$ cat src/rtl/fib_step_sequencer_pkg.sv
// Shared definitions for the Fibonacci sequencer and the Wishbone register
// block: state encodings, default widths and the interrupt bit position.
// No ports.
package fib_step_sequencer_pkg;

    localparam int CLOCK_WIDTH_DEF = 6;
    localparam int VALUE_WIDTH_DEF = 30;
    localparam int COUNT_WIDTH_DEF = 16;

    // Bit position of the wrap interrupt inside the interrupt status register.
    localparam int IRQ_BIT = 0;

    typedef enum logic [2:0] {
        ST_IDLE  = 3'd0,
        ST_CLEAR = 3'd1,
        ST_RUN   = 3'd2,
        ST_CHECK = 3'd3,
        ST_HALT  = 3'd4
    } fib_state_t;

endpackage

$ cat src/rtl/fib_step_sequencer_tick_divider.sv
// Step-period down-counter.
//   wb_clk_i  in   clock
//   reset     in   asynchronous active-high reset (count -> 0)
//   load      in   reload the counter from period
//   run       in   count down; reloads from period when it expires
//   period    in   step period in cycles; 0 behaves as 1
//   expired   out  counter is at zero
module fib_step_sequencer_tick_divider #(
    parameter int WIDTH = 6
) (
    input  logic             wb_clk_i,
    input  logic             reset,
    input  logic             load,
    input  logic             run,
    input  logic [WIDTH-1:0] period,
    output logic             expired
);

    logic [WIDTH-1:0] count;
    logic [WIDTH-1:0] reload_val;

    // max(period,1)-1: a period of 0 reloads to 0 just like a period of 1.
    assign reload_val = (period == '0) ? '0 : period - WIDTH'(1);
    assign expired    = (count == '0);

    always_ff @(posedge wb_clk_i or posedge reset) begin
        if (reset) begin
            count <= '0;
        end else if (load || (run && expired)) begin
            count <= reload_val;
        end else if (run) begin
            count <= count - WIDTH'(1);
        end
    end

endmodule

$ cat src/rtl/fib_step_sequencer.sv
// Fibonacci step sequencer: turns the control-register switch, step period
// and panic flag into step/clear strobes for the Fibonacci core, watches the
// core output for numeric wrap and raises a sticky interrupt.
//   wb_clk_i      in   clock
//   reset         in   asynchronous active-high reset
//   switch_in     in   1 = run, 0 = stop
//   clock_op      in   step period in cycles (0 behaves as 1)
//   panic_in      in   freeze until reset
//   fib_value     in   core output, valid the cycle after step_o
//   irq_clr_in    in   clears irq_o
//   step_o        out  core advances one term
//   clear_o       out  core reloads its 0,1 seed
//   busy_o        out  in CLEAR, RUN or CHECK
//   halted_o      out  in HALT
//   irq_o         out  sticky wrap interrupt
//   step_count_o  out  saturating steps since last clear
//
// state | meaning
// IDLE  | stopped, waiting for switch_in
// CLEAR | reseeding the core, reloading the divider
// RUN   | counting down to the next step
// CHECK | core output of the last step is compared for wrap
// HALT  | panic seen; left only by reset
module fib_step_sequencer
    import fib_step_sequencer_pkg::*;
#(
    parameter int CLOCK_WIDTH = CLOCK_WIDTH_DEF,
    parameter int VALUE_WIDTH = VALUE_WIDTH_DEF,
    parameter int COUNT_WIDTH = COUNT_WIDTH_DEF
) (
    input  logic                   wb_clk_i,
    input  logic                   reset,
    input  logic                   switch_in,
    input  logic [CLOCK_WIDTH-1:0] clock_op,
    input  logic                   panic_in,
    input  logic [VALUE_WIDTH-1:0] fib_value,
    input  logic                   irq_clr_in,
    output logic                   step_o,
    output logic                   clear_o,
    output logic                   busy_o,
    output logic                   halted_o,
    output logic                   irq_o,
    output logic [COUNT_WIDTH-1:0] step_count_o
);

    fib_state_t             state;
    logic [VALUE_WIDTH-1:0] prev_value;
    logic [IRQ_BIT:0]       irq_q;
    logic                   expired;
    logic                   active;
    logic                   wrap;
    logic                   wrap_hit;

    // Panic and a dropped switch pre-empt everything in the same cycle, so
    // the strobes are qualified by the live inputs rather than registered.
    assign active   = switch_in & ~panic_in;
    assign wrap     = (fib_value < prev_value);
    assign wrap_hit = active & (state == ST_CHECK) & wrap;
    assign step_o   = active & expired &
                      ((state == ST_RUN) | ((state == ST_CHECK) & ~wrap));
    assign clear_o  = active & (state == ST_CLEAR);
    assign busy_o   = (state == ST_CLEAR) | (state == ST_RUN) | (state == ST_CHECK);
    assign halted_o = (state == ST_HALT);
    assign irq_o    = irq_q[IRQ_BIT];

    fib_step_sequencer_tick_divider #(
        .WIDTH (CLOCK_WIDTH)
    ) u_divider (
        .wb_clk_i (wb_clk_i),
        .reset    (reset),
        .load     (state == ST_CLEAR),
        .run      ((state == ST_RUN) || (state == ST_CHECK)),
        .period   (clock_op),
        .expired  (expired)
    );

    always_ff @(posedge wb_clk_i or posedge reset) begin
        if (reset) begin
            state        <= ST_IDLE;
            prev_value   <= '0;
            irq_q        <= '0;
            step_count_o <= '0;
        end else begin
            // Set beats a simultaneous clear.
            if (wrap_hit) begin
                irq_q[IRQ_BIT] <= 1'b1;
            end else if (irq_clr_in) begin
                irq_q[IRQ_BIT] <= 1'b0;
            end

            if (step_o && (step_count_o != '1)) begin
                step_count_o <= step_count_o + COUNT_WIDTH'(1);
            end

            case (state)
                ST_IDLE: begin
                    if (panic_in) begin
                        state <= ST_HALT;
                    end else if (switch_in) begin
                        state <= ST_CLEAR;
                    end
                end
                ST_CLEAR: begin
                    if (panic_in) begin
                        state <= ST_HALT;
                    end else if (!switch_in) begin
                        state <= ST_IDLE;
                    end else begin
                        step_count_o <= '0;
                        prev_value   <= '0;
                        state        <= ST_RUN;
                    end
                end
                ST_RUN: begin
                    if (panic_in) begin
                        state <= ST_HALT;
                    end else if (!switch_in) begin
                        state <= ST_IDLE;
                    end else if (expired) begin
                        state <= ST_CHECK;
                    end
                end
                ST_CHECK: begin
                    if (panic_in) begin
                        state <= ST_HALT;
                    end else if (!switch_in) begin
                        state <= ST_IDLE;
                    end else if (wrap) begin
                        state <= ST_CLEAR;
                    end else begin
                        prev_value <= fib_value;
                        // Stay in CHECK when this cycle stepped again.
                        if (!expired) begin
                            state <= ST_RUN;
                        end
                    end
                end
                ST_HALT: begin
                    state <= ST_HALT;
                end
                default: begin
                    state <= ST_IDLE;
                end
            endcase
        end
    end

endmodule

$ cat config.mk
export PLATFORM = sky130hd
export DESIGN_NAME = fib_step_sequencer
export DESIGN_NICKNAME = d
export VERILOG_FILES = /design/src/rtl/fib_step_sequencer_pkg.sv /design/src/rtl/fib_step_sequencer_tick_divider.sv /design/src/rtl/fib_step_sequencer.sv
export SDC_FILE = /design/constraint.sdc
export NUM_CORES = 1
export LEC_CHECK = 0
export ABC_AREA = 1
export CORE_MARGIN = 8
export CORE_UTILIZATION = 35
export CTS_BUF_LIST = sky130_fd_sc_hd__clkbuf_8
export CTS_CLUSTER_DIAMETER = 100
export DETAILED_ROUTE_END_ITERATION = 7
export HOLD_SLACK_MARGIN = 0.1
export SETUP_SLACK_MARGIN = 0.02
export SLEW_MARGIN = 20
export SYNTH_ARGS = -nofsm -noshare
export SYNTH_HDL_FRONTEND = slang
export SYNTH_HIERARCHICAL = 1
export SYNTH_SLANG_ARGS = --single-unit
$ cat constraint.sdc
create_clock -name wb_clk_i -period 4.8 [get_ports wb_clk_i]
set_input_delay 1.44 -clock wb_clk_i [delete_from_list [all_inputs] [get_ports wb_clk_i]]
set_output_delay 1.44 -clock wb_clk_i [all_outputs]
set_load 0.03 [all_outputs]
## Word-level counts from Yosys, hierarchy flattened

Cells that the tools add are included.

- Add/subtract/negate cells: 3
- Muxes and demuxes: 27
- Bitwise gates (word level): 12
- Eq/ne operators: 13
- Divide/modulo/power cells: 0
- Multipliers: 0
- Shifts and indexed selects: 0
- Reduce and logical (&&, ||, !) cells: 12
- Magnitude comparators: 1

Operators with widths:

| kind | number |
|---|---|
| 30-bit 2-to-1 mux | 5 |
| 16-bit 2-to-1 mux | 4 |
| 30-bit one-hot mux with 2 select lines | 1 |
| 30-bit less-than comparator | 1 |
| 3-bit 2-to-1 mux | 10 |
| 6-bit 2-to-1 mux | 3 |
| 16-bit by 1-bit adder with 16-bit output, second input constant | 1 |
| 16-bit != test, second input constant | 1 |
| 3-bit one-hot mux with 5 select lines | 1 |
| 6-bit zero test | 2 |
| 6-bit by 1-bit subtractor with 6-bit output, second input constant | 2 |
| 2-bit != test, second input constant | 5 |
| 1-bit AND | 7 |
| 3-bit by 2-bit == test with 1-bit output, second input constant | 2 |
| 6-bit AND reduction | 1 |
| 2-bit nonzero test | 3 |
| 5-bit != test, second input constant | 1 |
| 4-bit != test, second input constant | 1 |
| 3-bit by 1-bit == test with 1-bit output, second input constant | 1 |
| 3-bit == test, second input constant | 1 |
| 3-bit zero test | 1 |
| 3-bit != test, second input constant | 1 |
| 1-bit bitwise OR | 3 |
| 3-bit AND reduction | 1 |
| 5 further kinds | 9 |

- Word-level logic and storage cells: 73
- Memory bits (read-only): 0
- Bits of input ports: 41
- Output and inout bits: 21
- Bits in writable memories: 0
- Bits in registers: 56
- Memories: 0
- Latch bits: 0

## Logic depth before layout (Yosys ltp)

- Word-level depth: 10
- Mapped depth: 16
- Gate-level depth less buffers: 15

## By module

The synthesis kept the hierarchy.

Modules (own cells, without submodules):

| module | cells each | area an instance (µm²) | seq. area each (µm²) | times used |
|---|---|---|---|---|
| fib_step_sequencer | 451 | 3528.4 | 1251.2 | 1 |
| fib_step_sequencer_tick_divider | 88 | 573.0 | 150.1 | 1 |

## Worst setup path after synthesis

Ideal clock, no wire load.

- Path type: input-to-output
- Start point: input fib_value[13]
- End point: output step_o
- Path slack: 755 ps
- Stages on the path: 12
- Required time: 3360 ps
- Buffers on the path: 1
- Arrival time: 2605 ps
- Cells stage by stage: ha_1 -> nand2_1 -> nor2_2 -> nand2_1 -> nor2_1 -> nor2_1 -> nand2_1 -> nand2_2 -> nand2_4 -> nand3_4 -> nand2_4 -> buf_6

- Word-level cells in the longest chain between the ends: 5

RTL lines:

| item | line | text |
|---|---|---|
| from (decl) | fib_step_sequencer.sv:36 | `input logic [VALUE_WIDTH-1:0] fib_value,` |
| 30-bit less-than comparator | fib_step_sequencer.sv:57 | `assign wrap = (fib_value < prev_value);` |
| 1-bit NOT | fib_step_sequencer.sv:60 | `((state == ST_RUN) \| ((state == ST_CHECK) & ~wrap));` |
| 1-bit AND | fib_step_sequencer.sv:60 |  |
| 1-bit bitwise OR | fib_step_sequencer.sv:60 |  |
| 1-bit AND | fib_step_sequencer.sv:59 | `assign step_o = active & expired &` |
| to (decl) | fib_step_sequencer.sv:38 | `output logic step_o,` |

No other way between the ends.

## Worst setup path in the final report

Same ends and word-level chain as after synthesis.

==> flow_metrics.tcl <==
set metrics [dict create \
    p_per_area_nw_per_um2 206 \
    seq_area_frac_synth_pct 34.2 \
    fin_tns_setup_ps 0 \
    worstHoldPathType "flop to flop" \
    insertion_delay_ps 310 \
    arrival_ps 3210 \
    rows 39 \
    final_common_cell "nand2_1" \
    clock_path_buffers 2 \
    worst_slew_pin_slew_ps 642 \
    slew_headroom_pct 57.1 \
    setup_ws_ps 152 \
    fp.dieW_um 124 \
    r2r-start "prev_value[13]" \
    grt_max_degree 39 \
    syn_avg_cell_area_um2 7.61 \
    syn-cell-area_um2 4100 \
    start_kind "input pin" \
    layout_common_cells "nand2_1, inv_1, clkdlybuf4s50_1" \
    numCtsBuffers 5 \
    rsz0062_at_grt "no" \
    core_um2 11400 \
    hp-start "prev_value[23]" \
    cts_tree "done" \
    cts_setup_buffers 0 \
    antenna_found_initial 0 \
    place_inst 733 \
    cts_hold_buf 0 \
    track_usage_pct 11.3 \
    routabilityCongestion 0.797 \
    finalWirelength_um 8820 \
    htreeDepth 2 \
    vias_per_cell 4.66 \
    vias 3454 \
    place.port_buffers 61 \
    synth_nets 614 \
    end_kind "output pin" \
    min_to "prev_value[23]" \
    required_ps 3360 \
    dp_slack_ps 142 \
    hold_depth 2 \
    routedWlPerCell_um 11.9 \
    async_flop_share_pct 100 \
    syn_to_final_growth_pct 19.9 \
    reg2reg_depth 16 \
    drive_above_1_share_pct 16.7 \
    clkTransAtPathRegs_ps 100 \
    skew_ps 15.0 \
    status "completed" \
    drt_iter0_markers 254 \
    power_w 0.00101 \
    ioPinCount 62 \
    synthFlopType "dfrtp_1" \
    die_y_um 124 \
    min_period_ps 4650 \
    hold_viol 0 \
    crit_path_max_fanout 4 \
    ctsResizeCount 0 \
    synth-seq-cells 56 \
    max_cap_violations 0 \
    layout.cells.non_filler 741 \
    dp_hpwl_um 6710 \
    fin_crit_sh_pct 96.8 \
    start_util_pct 35.9 \
    yosysWarnings 6 \
    ant_nets 0 \
    fmax_ghz 0.215 \
    ir_drop_mv 0.108 \
    slew_viol_final 0 \
    drc 0 \
    whs_ps 495 \
    grt_pass1_wl_um 15200 \
    diodes 0 \
    fin_nets 672 \
    r2r_setup_slack_ps 2330 \
    crit_type "input pin to output pin" \
    die-area_um2 15400 \
    synth_cell_types 35 \
    cts_root_buf "clkbuf_8" \
    grt_overflow 0 \
    dr.pass1.iters 5 \
    cts_sinks 56 \
    power.leakage_nw 2.24 \
    r2r_end "prev_value[15]" \
    synth_edf_count 0 \
    grt_pass1_vias 3308 \
    setup_viol 0 \
    syn_inst 539 \
]
metal layers:
layer	GRT usage [%]	share of wire [%]	vias to the layer above
met3	1.91	3.1	8
met1	13.7	47	1585
met2	19.9	49	48
met5	0	0	-
met4	3.61	1.0	0
li1	-	-	1813
critical path, cell delays in order:
cell,delay (ps)
clkdlybuf4s50_1,430
ha_1,310
nand2_1,70
nor2_2,120
nand2_1,70
nor2_1,90
nand2_1,60
nand2_1,90
nand2_2,70
nand2_4,90
nand3_4,80
nand2_4,110
buf_4,160
synth_stat cells, drive strengths merged, types with 2 or more instances:
cell    count  area (µm²)
xnor2       2        17.5
a21o        2        15.0
a21oi      27         139
clkbuf      3        11.3
nand3      41         258
dfrtp      56        1400
nand4       4        25.0
inv        81         304
nor3        6        35.0
nand3b      2        15.0
buf        10         106
ha         34         425
nor4        2        12.5
o21ai      35         288
nand2     163         724
nor2       65         280
worst max-delay path by stage:
stage / from / end / depth (start not counted)
after global routing: fib_value[13] / step_o / 13
after CTS: fib_value[13] / step_o / 13
after global placement: fib_value[13] / step_o / 13
after floorplan: fib_value[13] / step_o / 12
final: fib_value[13] / step_o / 13
after detailed placement: fib_value[13] / step_o / 13
flip-flops by register name (all words and copies together) (netlist names):
signal,count
prev_value,30
step_count_o,16
irq_o,1
state,3
u_divider/count,6
power breakdown:
part	total [W]	leakage, nW	switching [W]	internal, W
registers	0.000505	0.757	0.0000171	0.000488
logic	0.000182	1.43	0.0000982	0.0000838
clock network	0.000326	0.0541	0.000171	0.000155
through the flow:
| step | area, µm² | utilization (%) |
|---|---|---|
| 3_5_place_dp | 4810 | 42.1 |
| 6_report | 4920 | 43.1 |
| 2_1_floorplan | 4100 | - |
| 5_1_grt | 4920 | 43.1 |
| 4_1_cts | 4920 | 43.1 |
| 3_3_place_gp | 4810 | 42.1 |
cell type report:
type / count / area [µm²]
Clock buffer: 5 / 68.8
Clock inverter: 3 / 42.5
Fill cell: 1198 / 6500
Inverter: 81 / 304
Multi-Input combinational cell: 389 / 2280
Sequential cell: 56 / 1400
Tap cell: 143 / 179
Timing Repair Buffer: 64 / 643
cells by family (layout without fill, tap and decap cells):
| group | count (synthesis) | in the layout | synth area share [%] |
|---|---|---|---|
| adder cells (fa/ha/maj) | 34 | 34 | 10.4 |
| buffers and inverters | 94 | 153 | 10.3 |
| XOR/XNOR | 3 | 3 | 0.641 |
| AO/OA/AOI/OAI | 67 | 67 | 11.3 |
| flip-flops | 56 | 56 | 34.2 |
| AND/OR/NAND/NOR | 285 | 285 | 33.3 |
Power figures use the tool's default switching activity.
